File: config.mk
export PLATFORM = sky130hd
export DESIGN_NAME = mc_control_fsm
export DESIGN_NICKNAME = d
export VERILOG_FILES = /design/src/rtl/mc_control_fsm.sv
export SDC_FILE = /design/constraint.sdc
export NUM_CORES = 1
export LEC_CHECK = 0
export CORE_MARGIN = 1.5
export CORE_UTILIZATION = 30
export CTS_CLUSTER_SIZE = 12
export DETAILED_ROUTE_END_ITERATION = 8
export PLACE_DENSITY = 0.56
export SETUP_SLACK_MARGIN = 0.15
export SLEW_MARGIN = 20
export SYNTH_ARGS = -nofsm -noshare
export SYNTH_HDL_FRONTEND = slang
export SYNTH_SLANG_ARGS = --single-unit
File: constraint.sdc
create_clock -name clk -period 1.8 [get_ports clk]
set_input_delay 0.27 -clock clk [delete_from_list [all_inputs] [get_ports clk]]
set_output_delay 0.27 -clock clk [all_outputs]
set_load 0.005 [all_outputs]
File: src/rtl/mc_control_fsm.sv
`default_nettype none
// ============================================================================
// Module      : mc_control_fsm
// Description : Multicycle RV32I control FSM. Drives the datapath strobes and
//               muxes for FETCH/DECODE plus load, store, R-type, I-type ALU,
//               BEQ/BNE and JAL. Flags illegal opcodes and counts retired
//               instructions.
// Revision    : 1.0 - initial release
// ----------------------------------------------------------------------------
// Optional feature macro: CTRL_MEM_WAIT_EN
//   Defined  : mem_ready port exists. FETCH/MEMREAD/MEMWRITE wait for
//              mem_ready. Waits longer than MEM_TIMEOUT cycles go to ILLEGAL.
//   Undefined: no mem_ready port. Each memory state lasts one cycle.
// ----------------------------------------------------------------------------
// Ports
//   clk           in   clock, all state updates on posedge
//   reset         in   synchronous, active-low
//   opcode        in   IR[6:0]
//   funct3        in   IR[14:12]
//   func7_bit5    in   IR[30]
//   zero          in   ALU zero flag
//   mem_ready     in   memory access done (CTRL_MEM_WAIT_EN only)
//   pcwrite       out  PC load enable
//   adrsource     out  0=PC, 1=ALUOut as memory address
//   memwrite      out  memory write strobe
//   irwrite       out  IR/OldPC load enable
//   regwrite      out  regfile write enable
//   imm_source    out  00=I 01=S 10=B 11=J
//   alu_source_a  out  00=PC 01=OldPC 10=RD1
//   alu_source_b  out  00=RD2 01=ImmExt 10=const 4
//   alu_control   out  ADD=000 SUB=001 AND=010 OR=011 SLT=101
//   resultsource  out  00=ALU result 01=mem data 10=ALUOut reg
//   illegal_instr out  sticky illegal-instruction flag
//   retired_count out  instructions completed since reset (wraps)
// ============================================================================
module mc_control_fsm #(
  parameter int ALU_CTRL_W  = 3,
  parameter int CNT_W       = 32,
  parameter int MEM_TIMEOUT = 15
) (
  input  logic                  clk,
  input  logic                  reset,
  input  logic [6:0]            opcode,
  input  logic [2:0]            funct3,
  input  logic                  func7_bit5,
  input  logic                  zero,
`ifdef CTRL_MEM_WAIT_EN
  input  logic                  mem_ready,
`endif
  output logic                  pcwrite,
  output logic                  adrsource,
  output logic                  memwrite,
  output logic                  irwrite,
  output logic                  regwrite,
  output logic [1:0]            imm_source,
  output logic [1:0]            alu_source_a,
  output logic [1:0]            alu_source_b,
  output logic [ALU_CTRL_W-1:0] alu_control,
  output logic [1:0]            resultsource,
  output logic                  illegal_instr,
  output logic [CNT_W-1:0]      retired_count
);

  // Opcodes
  localparam logic [6:0] c_OP_LOAD   = 7'b0000011;
  localparam logic [6:0] c_OP_STORE  = 7'b0100011;
  localparam logic [6:0] c_OP_RTYPE  = 7'b0110011;
  localparam logic [6:0] c_OP_ITYPE  = 7'b0010011;
  localparam logic [6:0] c_OP_BRANCH = 7'b1100011;
  localparam logic [6:0] c_OP_JAL    = 7'b1101111;

  // ALU operation codes
  localparam logic [ALU_CTRL_W-1:0] c_ALU_ADD = ALU_CTRL_W'(3'b000);
  localparam logic [ALU_CTRL_W-1:0] c_ALU_SUB = ALU_CTRL_W'(3'b001);
  localparam logic [ALU_CTRL_W-1:0] c_ALU_AND = ALU_CTRL_W'(3'b010);
  localparam logic [ALU_CTRL_W-1:0] c_ALU_OR  = ALU_CTRL_W'(3'b011);
  localparam logic [ALU_CTRL_W-1:0] c_ALU_SLT = ALU_CTRL_W'(3'b101);

  // Mux select encodings
  localparam logic [1:0] c_IMM_I   = 2'b00;
  localparam logic [1:0] c_IMM_S   = 2'b01;
  localparam logic [1:0] c_IMM_B   = 2'b10;
  localparam logic [1:0] c_IMM_J   = 2'b11;
  localparam logic [1:0] c_A_PC    = 2'b00;
  localparam logic [1:0] c_A_OLDPC = 2'b01;
  localparam logic [1:0] c_A_RD1   = 2'b10;
  localparam logic [1:0] c_B_RD2   = 2'b00;
  localparam logic [1:0] c_B_IMM   = 2'b01;
  localparam logic [1:0] c_B_FOUR  = 2'b10;
  localparam logic [1:0] c_RES_ALU = 2'b00;
  localparam logic [1:0] c_RES_MEM = 2'b01;
  localparam logic [1:0] c_RES_OUT = 2'b10;

  typedef enum logic [3:0] {
    S_RESET    = 4'd0,
    S_FETCH    = 4'd1,
    S_DECODE   = 4'd2,
    S_MEMADR   = 4'd3,
    S_MEMREAD  = 4'd4,
    S_MEMWB    = 4'd5,
    S_MEMWRITE = 4'd6,
    S_EXECR    = 4'd7,
    S_EXECI    = 4'd8,
    S_ALUWB    = 4'd9,
    S_BRANCH   = 4'd10,
    S_JAL      = 4'd11,
    S_ILLEGAL  = 4'd12
  } state_t;

  state_t             r_state;
  state_t             w_next;
  logic               w_retire;
  logic               w_mem_ready;
  logic               w_timeout;
  logic               r_illegal;
  logic [CNT_W-1:0]   r_retired_count;

`ifdef CTRL_MEM_WAIT_EN
  localparam int c_WAIT_W = $clog2(MEM_TIMEOUT + 1);

  logic [c_WAIT_W-1:0] r_wait_cnt;
  logic                w_wait_state;

  assign w_mem_ready  = mem_ready;
  assign w_wait_state = (r_state == S_FETCH) || (r_state == S_MEMREAD) ||
                        (r_state == S_MEMWRITE);
  // The edge that ends the MEM_TIMEOUT-th waiting cycle is the one that
  // abandons the access.
  assign w_timeout    = (r_wait_cnt == c_WAIT_W'(MEM_TIMEOUT - 1));

  // Counts waiting cycles; restarts from zero whenever the state changes.
  always_ff @(posedge clk) begin
    if (!reset) begin
      r_wait_cnt <= '0;
    end else if (w_next != r_state) begin
      r_wait_cnt <= '0;
    end else if (w_wait_state && !mem_ready && !w_timeout) begin
      r_wait_cnt <= r_wait_cnt + 1'b1;
    end
  end
`else
  assign w_mem_ready = 1'b1;
  assign w_timeout   = 1'b0;

  // MEM_TIMEOUT has no effect without the wait handshake.
  if (MEM_TIMEOUT >= 1) begin : g_no_mem_wait
  end
`endif

  // State register and status
  always_ff @(posedge clk) begin
    if (!reset) begin
      r_state         <= S_RESET;
      r_illegal       <= 1'b0;
      r_retired_count <= '0;
    end else begin
      r_state <= w_next;
      if (w_next == S_ILLEGAL) begin
        r_illegal <= 1'b1;
      end
      if (w_retire) begin
        r_retired_count <= r_retired_count + 1'b1;
      end
    end
  end

  assign illegal_instr = r_illegal;
  assign retired_count = r_retired_count;

  // Next-state and output decode
  always_comb begin
    w_next       = r_state;
    w_retire     = 1'b0;
    pcwrite      = 1'b0;
    adrsource    = 1'b0;
    memwrite     = 1'b0;
    irwrite      = 1'b0;
    regwrite     = 1'b0;
    imm_source   = c_IMM_I;
    alu_source_a = c_A_PC;
    alu_source_b = c_B_RD2;
    alu_control  = c_ALU_ADD;
    resultsource = c_RES_ALU;

    case (r_state)
      S_RESET: begin
        w_next = S_FETCH;
      end

      S_FETCH: begin
        alu_source_a = c_A_PC;
        alu_source_b = c_B_FOUR;
        irwrite      = w_mem_ready;
        pcwrite      = w_mem_ready;
        if (w_mem_ready) begin
          w_next = S_DECODE;
        end else if (w_timeout) begin
          w_next = S_ILLEGAL;
        end
      end

      S_DECODE: begin
        // Precompute the branch/jump target while the opcode is decoded.
        alu_source_a = c_A_OLDPC;
        alu_source_b = c_B_IMM;
        imm_source   = (opcode == c_OP_JAL) ? c_IMM_J : c_IMM_B;
        case (opcode)
          c_OP_LOAD,
          c_OP_STORE:  w_next = S_MEMADR;
          c_OP_RTYPE:  w_next = S_EXECR;
          c_OP_ITYPE:  w_next = S_EXECI;
          c_OP_BRANCH: w_next = S_BRANCH;
          c_OP_JAL:    w_next = S_JAL;
          default:     w_next = S_ILLEGAL;
        endcase
      end

      S_MEMADR: begin
        alu_source_a = c_A_RD1;
        alu_source_b = c_B_IMM;
        if (opcode == c_OP_STORE) begin
          imm_source = c_IMM_S;
          w_next     = S_MEMWRITE;
        end else begin
          imm_source = c_IMM_I;
          w_next     = S_MEMREAD;
        end
      end

      S_MEMREAD: begin
        adrsource    = 1'b1;
        resultsource = c_RES_OUT;
        if (w_mem_ready) begin
          w_next = S_MEMWB;
        end else if (w_timeout) begin
          w_next = S_ILLEGAL;
        end
      end

      S_MEMWB: begin
        resultsource = c_RES_MEM;
        regwrite     = 1'b1;
        w_retire     = 1'b1;
        w_next       = S_FETCH;
      end

      S_MEMWRITE: begin
        adrsource    = 1'b1;
        resultsource = c_RES_OUT;
        memwrite     = w_mem_ready;
        if (w_mem_ready) begin
          w_retire = 1'b1;
          w_next   = S_FETCH;
        end else if (w_timeout) begin
          w_next = S_ILLEGAL;
        end
      end

      S_EXECR: begin
        alu_source_a = c_A_RD1;
        alu_source_b = c_B_RD2;
        w_next       = S_ALUWB;
        case (funct3)
          3'b000:  alu_control = func7_bit5 ? c_ALU_SUB : c_ALU_ADD;
          3'b111:  alu_control = c_ALU_AND;
          3'b110:  alu_control = c_ALU_OR;
          3'b010:  alu_control = c_ALU_SLT;
          default: w_next      = S_ILLEGAL;
        endcase
      end

      S_EXECI: begin
        // IR[30] is immediate data here, so 000 is always ADD.
        alu_source_a = c_A_RD1;
        alu_source_b = c_B_IMM;
        imm_source   = c_IMM_I;
        w_next       = S_ALUWB;
        case (funct3)
          3'b000:  alu_control = c_ALU_ADD;
          3'b111:  alu_control = c_ALU_AND;
          3'b110:  alu_control = c_ALU_OR;
          3'b010:  alu_control = c_ALU_SLT;
          default: w_next      = S_ILLEGAL;
        endcase
      end

      S_ALUWB: begin
        resultsource = c_RES_OUT;
        regwrite     = 1'b1;
        w_retire     = 1'b1;
        w_next       = S_FETCH;
      end

      S_BRANCH: begin
        // ALUOut holds the target computed in DECODE; the ALU compares.
        alu_source_a = c_A_RD1;
        alu_source_b = c_B_RD2;
        alu_control  = c_ALU_SUB;
        resultsource = c_RES_OUT;
        case (funct3)
          3'b000: begin
            pcwrite  = zero;
            w_retire = 1'b1;
            w_next   = S_FETCH;
          end
          3'b001: begin
            pcwrite  = ~zero;
            w_retire = 1'b1;
            w_next   = S_FETCH;
          end
          default: w_next = S_ILLEGAL;
        endcase
      end

      S_JAL: begin
        // PC <- target from ALUOut while the ALU forms OldPC+4 for rd.
        alu_source_a = c_A_OLDPC;
        alu_source_b = c_B_FOUR;
        resultsource = c_RES_OUT;
        pcwrite      = 1'b1;
        w_next       = S_ALUWB;
      end

      S_ILLEGAL: begin
        w_next = S_ILLEGAL;
      end

      default: begin
        w_next = S_RESET;
      end
    endcase

    // An instruction interrupted by reset must not commit anything.
    if (!reset) begin
      pcwrite  = 1'b0;
      memwrite = 1'b0;
      irwrite  = 1'b0;
      regwrite = 1'b0;
      w_retire = 1'b0;
    end
  end

endmodule
`default_nettype wire

# [Word level (Yosys, flattened, before mapping)]
# Cells that the tools add are included.
[classes] n_addsub=1 bitwise_logic=1 reduce_logical=15 eq_ne=23 mux=28
[op_table] operator="case mux 4 bit (9 select lines)" n=1
[op_table] operator="adder 32 x 1 -> 32 bit, second input constant" n=1
[op_table] operator="== test 4 bit, second input constant" n=6
[op_table] operator="case mux 4 bit (5 select lines)" n=1
[op_table] operator="case mux 3 bit (3 select lines)" n=2
[op_table] operator="== test 4 x 3 -> 1 bit, second input constant" n=4
[op_table] operator="case mux 2 bit (2 select lines)" n=4
[op_table] operator="== test 7 x 6 -> 1 bit, second input constant" n=2
[op_table] operator="== test 7 bit, second input constant" n=2
[op_table] operator="OR reduction 2 bit" n=7
[op_table] operator="2-to-1 mux 1 bit" n=13
[op_table] operator="case mux 3 bit (4 select lines)" n=1
[op_table] operator="OR reduction 4 bit" n=3
[op_table] operator="== test 4 x 2 -> 1 bit, second input constant" n=2
[op_table] operator="== test 7 x 2 -> 1 bit, second input constant" n=1
[op_table] operator="== test 7 x 5 -> 1 bit, second input constant" n=1
[op_table] operator="== test 3 bit, second input constant" n=2
[op_table] operator="case mux 1 bit (2 select lines)" n=3
[op_table] operator="OR reduction 3 bit" n=2
[op_table] operator="OR reduction 5 bit" n=1
[op_table] operator="== test 4 x 1 -> 1 bit, second input constant" n=1
[op_table] operator="zero test 4 bit" n=1
[op_table] operator="2-to-1 mux 4 bit" n=1
[op_table] operator="== test 3 x 1 -> 1 bit, second input constant" n=1
[op_table] operator="5 further kinds" n=5
[totals] ff_bits=37 output_inout_bits=49 wordCells=71

# [Logic depth before layout (Yosys ltp)]
# Gate-level depths: netlist of run 1.
[logic_depth] word_depth=5 depth_mapped=8 mapped_depth_nobuf=5

# [Worst setup path before layout of run 1]
# OpenSTA, ideal clock, no wires.
[synth_path] path_kind="register -> register" startpoint="reg r_state[3]" endpoint="reg r_retired_count[31] (netlist: retired_count[31])" path_buffers=2 required_time_ns=1.730 setup_time_ns=0.070 path_slack_ns=-0.032 synth_period_minus_slack_ns=1.832 arrival_ns=1.762 stages_incl_launch_ff=8 cell_sequence="dfxtp_1 -> buf_6 -> nand2b_1 -> buf_2 -> a21oi_4 -> o2111ai_4 -> or4_1 -> a21oi_1"
[synth_via] elab_chain_cells=4 elab_cells_between_ends=7
[synth_lines] item="from (decl)" line="110" source="state_t r_state;"
[synth_lines] item="from (signal assigned)" line="157" source="r_state <= w_next;"
[synth_lines] item="== test 4 x 3 -> 1 bit or == test 4 bit (tied branches)" line="185" source="case (r_state)"
[synth_lines] item="OR reduction 3 bit (no source line)"
[synth_lines] item="case mux 1 bit (2 select lines) (*)" line="185"
[synth_lines] item="2-to-1 mux 1 bit (*)" line="334" source="if (!reset) begin"
[synth_lines] item="to (signal assigned)" line="162" source="r_retired_count <= r_retired_count + 1'b1;"
[synth_lines] item="to (decl)" line="116" source="logic [CNT_W-1:0] r_retired_count;"
# Mark *: on every way between the ends. The rest lies on a longest branch, timed or not.
# A chain may end at the register's enable or synchronous reset.

# [Worst setup path after layout of run 1]
[layout_path] startpoint="reg r_state[0]" endpoint="reg r_retired_count[29] (netlist: retired_count[29])"
# The elaborated chain is that of the path after synthesis.

==> results.cfg, run 1 <==
[detailed_routing]
viasPerCell = 5.11
drt.antenna.violating_nets = 0
drc = 0
dr_total_vias = 2743
met3_length_microns = 289
drt_pass1_iterations = 4
top_layer_used = met4
wl_met1_mm = 3.37
drt-total-wl_mm = 7.32
drtIter0Drc = 78
route.detailed.wl_per_inst_microns = 13.6
wl_met2_mm = 3.61

[floorplan]
num_io_pins = 63
die_height_microns = 90.7
die-area_sq_um = 8230
start_util_pct = 31.5
coreArea_sq_um = 7330
dieWidth_microns = 90.7
row_count = 31

[placement]
detailed_place_hpwl_mm = 5.00
post-place-ws_ns = -0.562
dp.cells = 509
numPortBuffers = 62
gp_congestion = 0.769

[yosys]
seq_area_frac_synth_pct = 32.1
synthTopCellsByArea = dfxtp_1 (32%), a21oi_1 (5.9%), o21ai_0 (5.0%)
synth_area_per_cell_sq_um = 8.07
synth-edff-count = 0
async_flop_share_pct = 0
synth_cell_type_count = 53
synth_top_cell_area_share_pct = 32.1
synth_area_leader_cell = dfxtp_1
yosys_warnings = 0
syn_nets = 301
ys_seq_elements = 37
synth_ff_type = dfxtp_1
syn_area_sq_um = 2310
synthCells = 286

[min_path]
hold_path.class = reg -> reg

[setup_path]
cp_slowest_cell = or4_4
crit_arrival_ns = 2.17
end_kind = flop
path_delay_family = simple AND/OR/NAND/NOR gates
path_class = reg -> reg
worstPathRequired_ns = 2.03
critPathBufInv = 2
setup.worst_path.start_class = flop
path_cells = nor4b_4 > buf_4 > o21a_1 > buf_6 > o2111ai_4 > or4_4 > a21oi_2
cpPeakStageDelay_ns = 0.52
cp_max_fo = 7

[sta]
slew_headroom_pct = 72.7
fmax_ghz = 0.515
fin_ws_ns = -0.141
final-max-slew-violation-count = 0
hold_viol = 0
min_period_over_period_pct = 108
clock_skew_ns = 0.00885
fin_crit_ns = 1.94
tightest_slew_ns = 0.409
fin_tns_setup_ns = -1.92
finalSetupViolations = 28
rsz0062_at_grt = yes

[power_and_ir_drop]
power.leakage_uw = 0.00153
ir_drop_mv = 0.327
p_total_uw = 1930
powerDensity_nw_per_um2 = 473

[clock_network]
numCtsBuffers = 5
cts_sinks = 37
clock_path_buffers = 2
cts_tree = built
clkTransAtPathRegs_ns = 0.08
insertion_delay_ns = 0.29
root_buffer = clkbuf_8
htreeDepth = 2

[global_routing]
gr-total-overflow = 0
grt_usage_pct = 18.0
grt_max_degree = 32
grt_pass1_wl_mm = 12.2
antenna_found_initial = 0
grt_pass1_vias = 2558

[final_layout]
drive_gt1_share_pct = 38.8
final.fill_count = 677
stdcell_count = 537
area_delta_synth_final_pct = 76.3
antenna_cells = 0
final_nets = 453

[flow_run]
drv_cap = 0

[status]
outcome = complete, but fails checks
violations = negative setup slack
synthesized netlist by cell type (2+ instances only):
cell	number
inv_1	6
o21ai_0	23
o31ai_1	9
nor3b_1	3
o21a_1	3
a211oi_1	2
nor2b_1	8
buf_4	2
xnor2_1	5
or3_1	12
xor2_1	7
nand2_1	22
nand2b_1	4
mux2i_1	2
buf_2	2
or4_1	9
nand3_1	11
nor2_1	23
dfxtp_1	37
a21oi_1	27
o211ai_1	2
a21o_1	2
nand4b_1	2
clkbuf_1	9
nor3_1	6
or2_2	2
o2111ai_1	5
a31oi_1	4
nand4_1	2
and2_1	2
and3_1	5
o22ai_1	3
buf_6	4
o2111ai_4	2
logic make-up (layout without fill, tap and decap cells):
family,after synthesis,count (layout),share of synthesized area (%)
compound gates,93,94,27.4
xor+xnor,12,12,4.55
fa+ha+maj,1,1,0.542
buf+inv,23,174,5.47
flops,37,37,32.1
mux,2,2,0.867
simple gates,118,118,29.1
sequential cells by signal (all words and copies together), names as in the netlist:
register and count:
illegal_instr 1, r_state 4, retired_count 32
where the power goes:
| group | switching, uW | leakage (uW) | internal [uW] |
|---|---|---|---|
| registers | 16.1 | 0.000301 | 827 |
| logic | 212 | 0.00119 | 259 |
| clock network | 308 | 0.0000433 | 303 |
| total | 537 | 0.00153 | 1390 |
final timing paths:
| path | slack [ns] | startpoint | cells after the start | to |
|---|---|---|---|---|
| max | -0.14 | r_state[0]$_SDFF_PN0_ | 7 | retired_count[29]$_SDFFE_PN0P_ |
| min | 0.50 | retired_count[10]$_SDFFE_PN0P_ | 2 | retired_count[10]$_SDFFE_PN0P_ |
| max reg2reg | -0.14 | r_state[0]$_SDFF_PN0_ | 7 | retired_count[29]$_SDFFE_PN0P_ |
| min reg2reg | 0.50 | retired_count[10]$_SDFFE_PN0P_ | 2 | retired_count[10]$_SDFFE_PN0P_ |
per-layer routing:
layer / GRT usage [%] / vias up
li1: - / 1381
met4: 5.29 / 0
met3: 2.61 / 4
met1: 23.8 / 1288
met5: 0 / -
met2: 29.9 / 70
what timing repair did:
item | CTS | global route
gates cloned | 1 | 0
gates resized for setup | 103 | 31
setup buffers | 15 | 5
hold buffers | 0 | 0
endpoints found under the setup margin | 52 | 51
pin swaps | 34 | 20
tightest hold or removal path, cell delays in order (launching register included):
cell and delay (ns):
dfxtp_1 0.33, o31ai_1 0.07, a21oi_1 0.05
cell type report:
cell class	count	area (sq um)	share of cell area, %
clock inverter	1	7.51	0.185
inverter	6	22.5	0.554
clock buffer	6	82.6	2.03
sequential	37	756	18.6
multi-input combinational	227	1690	41.6
tap	99	124	3.04
timing repair buffer	161	1380	34.0
layout by cell type, fill, tap and decap left out, types with 3 or more instances in the layout:
cell             instances
or3_1                   11
nor2b_1                  4
or4_1                    7
buf_6                   15
dfxtp_4                  4
nor3_2                   4
a21oi_1                 25
a31oi_1                  4
o31ai_1                  9
o21a_1                   3
dlygate4sd2_1            9
inv_1                    6
nand3_2                  4
o2111ai_2                3
o21ai_2                  3
nand2b_1                 3
nor2b_4                  4
dfxtp_1                 33
xnor2_1                  3
and3_1                   3
buf_2                    9
o21ai_1                  8
nand3_1                  8
nand2_1                 21
clkbuf_8                 6
o21ai_0                 12
nor2_1                  22
xor2_1                   7
buf_4                   82
o2111ai_4                3
clkdlybuf4s50_1         40
through the flow:
step	hold WS, ns	util, %	area, sq um
floorplan	0.392	-	2350
global placement	0.472	48.6	3560
detailed placement	0.478	48.6	3560
CTS	0.496	53.5	3920
global route	0.530	55.5	4070
finish	0.497	55.5	4070
Note: power is estimated with default switching activity, not from simulation.
==> run 2, diff against run 1 <==
--- a/config.mk
+++ b/config.mk
@@ -9,7 +9,6 @@
 export CORE_UTILIZATION = 30
 export CTS_CLUSTER_SIZE = 12
 export DETAILED_ROUTE_END_ITERATION = 8
-export PLACE_DENSITY = 0.56
 export SETUP_SLACK_MARGIN = 0.15
 export SLEW_MARGIN = 20
 export SYNTH_ARGS = -nofsm -noshare
==> run 2 against run 1 <==
Net effect: the flow still finishes with violations (negative setup slack); clock power shrank 15%; core utilization rose by 0.24 points; cell area increased by 0.43%; power down 2.0%; register-to-register slack improved by 0.02 ns; clock skew up 0.00069 ns; non-clock buffer count is 5 lower; sequential share of layout area decreased by 0.20 points; sequential power about the same; global-route usage fell by 0.21 points; fmax is 1.2% higher; worst setup slack improved by 0.022 ns; critical path type unchanged; critical endpoint is now retired_count[30]$_SDFFE_PN0P_; largest power group unchanged; highest routed layer unchanged.
==> results.cfg, run 2 (synthesis gave the netlist of run 1 again) <==
[power_and_ir_drop]
internal-power_uw = 1370
pwr-share-comb_pct = 27.7
netSwitchingPower_uw = 515
p_seq_share_pct = 44.7
powerDensity_nw_per_um2 = 462
swShare_pct = 27.3
power.leakage_uw = 0.00153
power.clock.fraction_pct = 27.6
ir_drop_mv = 0.246

[setup_path]
reg2reg_depth = 7
cp_max_fo = 7
setup.worst_path.start_class = flop
r2r_slack_ns = -0.12
r2r_end = retired_count[30]$_SDFFE_PN0P_
worstPathRequired_ns = 2.02
crit_arrival_ns = 2.14
worstSetupEndpoint = retired_count[30]$_SDFFE_PN0P_
end_kind = flop
r2r_start = r_state[0]$_SDFF_PN0_
startpoint = r_state[0]$_SDFF_PN0_
path_class = reg -> reg

[clock_network]
cts_sinks = 37
root_buffer = clkbuf_8
insertion_delay_ns = 0.28
clkTransAtPathRegs_ns = 0.07
htreeDepth = 2
numCtsBuffers = 5
clock_path_buffers = 2
cts_hold_buf = 0
cts_tree = built

[final_layout]
drive_gt1_share_pct = 41.2
final_common_cell = buf_4
final_nets = 448
regArea_sq_um = 751
final.fill_count = 654
multi_input_area_sq_um = 1760
layout_common_cells = buf_4 (70), clkdlybuf4s50_1 (40), dfxtp_1 (33)
antenna_cells = 0
area_delta_synth_final_pct = 77.0
largest_reg_flops = 32
final_util_pct = 55.7

[placement]
numPortBuffers = 62
detailed_place_hpwl_mm = 5.11
gp_congestion = 0.775

[sta]
hold_viol = 0
fin_tns_setup_ns = -1.21
min_period_over_period_pct = 107
holdWs_ns = 0.489
final-max-slew-violation-count = 0
fin_crit_ns = 1.92
rsz0062_at_grt = yes
tightest_slew_ns = 0.393
slew_headroom_pct = 73.8
finalSetupViolations = 24
fmax_ghz = 0.521
fin_ws_ns = -0.119
clock_skew_ns = 0.00954

[floorplan]
num_io_pins = 63
row_count = 31
start_util_pct = 31.5
die_height_microns = 90.7
die-area_sq_um = 8230
coreArea_sq_um = 7330
dieWidth_microns = 90.7

[global_routing]
grt_usage_pct = 17.8
grt_max_degree = 27
grt_pass1_wl_mm = 12.2
gr-total-overflow = 0
grt_pass1_vias = 2640
antenna_found_initial = 0

[detailed_routing]
drt-total-wl_mm = 7.33
drtIter0Drc = 105
drc = 0
viasPerCell = 5.16
drt.antenna.violating_nets = 0
route.detailed.wl_per_inst_microns = 13.8
drt_pass1_iterations = 4
dr_total_vias = 2738

[flow_run]
drv_cap = 0

[status]
outcome = complete, but fails checks
violations = negative setup slack

[min_path]
holdPathStages = 2
hold_path.class = reg -> reg
==> run 2: changes by cell type in the layout (fill, tap and decap cells not counted), sizes merged <==
cell           delta
clkbuf            -1
clkdlybuf4s15     -2
clkinv            +1
clkinvlp          -1
dlygate4sd2       -2
dlymetal6s2s      -1
==> run 2: final cells by class <==
| cell class | instances | area share [%] |
|---|---|---|
| repair buffers | 156 | 33.2 |
| clock inverters | 1 | 0.122 |
| inverters | 6 | 0.551 |
| flip-flops and latches | 37 | 18.4 |
| multi-input cells | 227 | 43.0 |
| clock buffers | 5 | 1.68 |
| well taps | 99 | 3.03 |
==> run 2: critical path, stage by stage (launching register included) <==
cell	delay (ns)
dfxtp_2	0.33
buf_6	0.13
nor4b_4	0.25
o21a_1	0.20
buf_6	0.13
o2111ai_4	0.19
or4_4	0.53
a21oi_2	0.12
==> run 2: how the worst min path moves through the flow <==
stage / from / end
2_1_floorplan: reset / illegal_instr$_SDFFE_PN0N_
3_3_place_gp: retired_count[31]$_SDFFE_PN0P_ / retired_count[31]$_SDFFE_PN0P_
3_5_place_dp: illegal_instr$_SDFFE_PN0N_ / illegal_instr$_SDFFE_PN0N_
4_1_cts: illegal_instr$_SDFFE_PN0N_ / illegal_instr$_SDFFE_PN0N_
5_1_grt: retired_count[31]$_SDFFE_PN0P_ / retired_count[31]$_SDFFE_PN0P_
6_report: retired_count[31]$_SDFFE_PN0P_ / retired_count[31]$_SDFFE_PN0P_
==> run 2: per-layer routing <==
layer | vias to the layer above | track usage (%) | share of wire, %
met5 | - | 0 | 0
li1 | 1364 | - | -
met1 | 1303 | 22.5 | 45
met3 | 10 | 3.20 | 3.7
met2 | 61 | 30.2 | 50
met4 | 0 | 5.69 | 1.6
==> run 2: what timing repair did <==
action | 4_1_cts | 5_1_grt
cloned | 1 | 0
pin swaps | 38 | 18
endpoints found under the setup margin | 49 | 46
resized for setup | 131 | 33
buffers inserted | 10 | 9
==> run 2: stage by stage <==
| stage | total power (uW) | area [sq um] | setup WS (ns) | std cells |
|---|---|---|---|---|
| 4_1_cts | 1840 | 3900 | -0.130 | 522 |
| 2_1_floorplan | 1040 | 2350 | 0.0208 | 286 |
| 3_5_place_dp | 1240 | 3530 | -0.563 | 505 |
| 5_1_grt | 1980 | 4090 | -0.257 | 531 |
| 6_report | 1890 | 4090 | -0.119 | 531 |
| 3_3_place_gp | 1240 | 3530 | -0.525 | 505 |
==> run 2: power groups by stage <==
stage                     logic, uW  registers, uW  clock network (uW)
after floorplan                 183            856                   0
after global placement          384            859                   0
after detailed placement        386            858                   0
after CTS                       458            843                 544
after global routing            559            844                 574
final                           523            844                 520
==> run 3, diff against run 2 <==
--- a/config.mk
+++ b/config.mk
@@ -5,8 +5,10 @@
 export SDC_FILE = /design/constraint.sdc
 export NUM_CORES = 1
 export LEC_CHECK = 0
+export CAP_MARGIN = 10
 export CORE_MARGIN = 1.5
 export CORE_UTILIZATION = 30
+export CTS_CLUSTER_DIAMETER = 120
 export CTS_CLUSTER_SIZE = 12
 export DETAILED_ROUTE_END_ITERATION = 8
 export SETUP_SLACK_MARGIN = 0.15
==> results of run 3 <==
The final DEF is identical to that of run 2; final timing and power are the same.
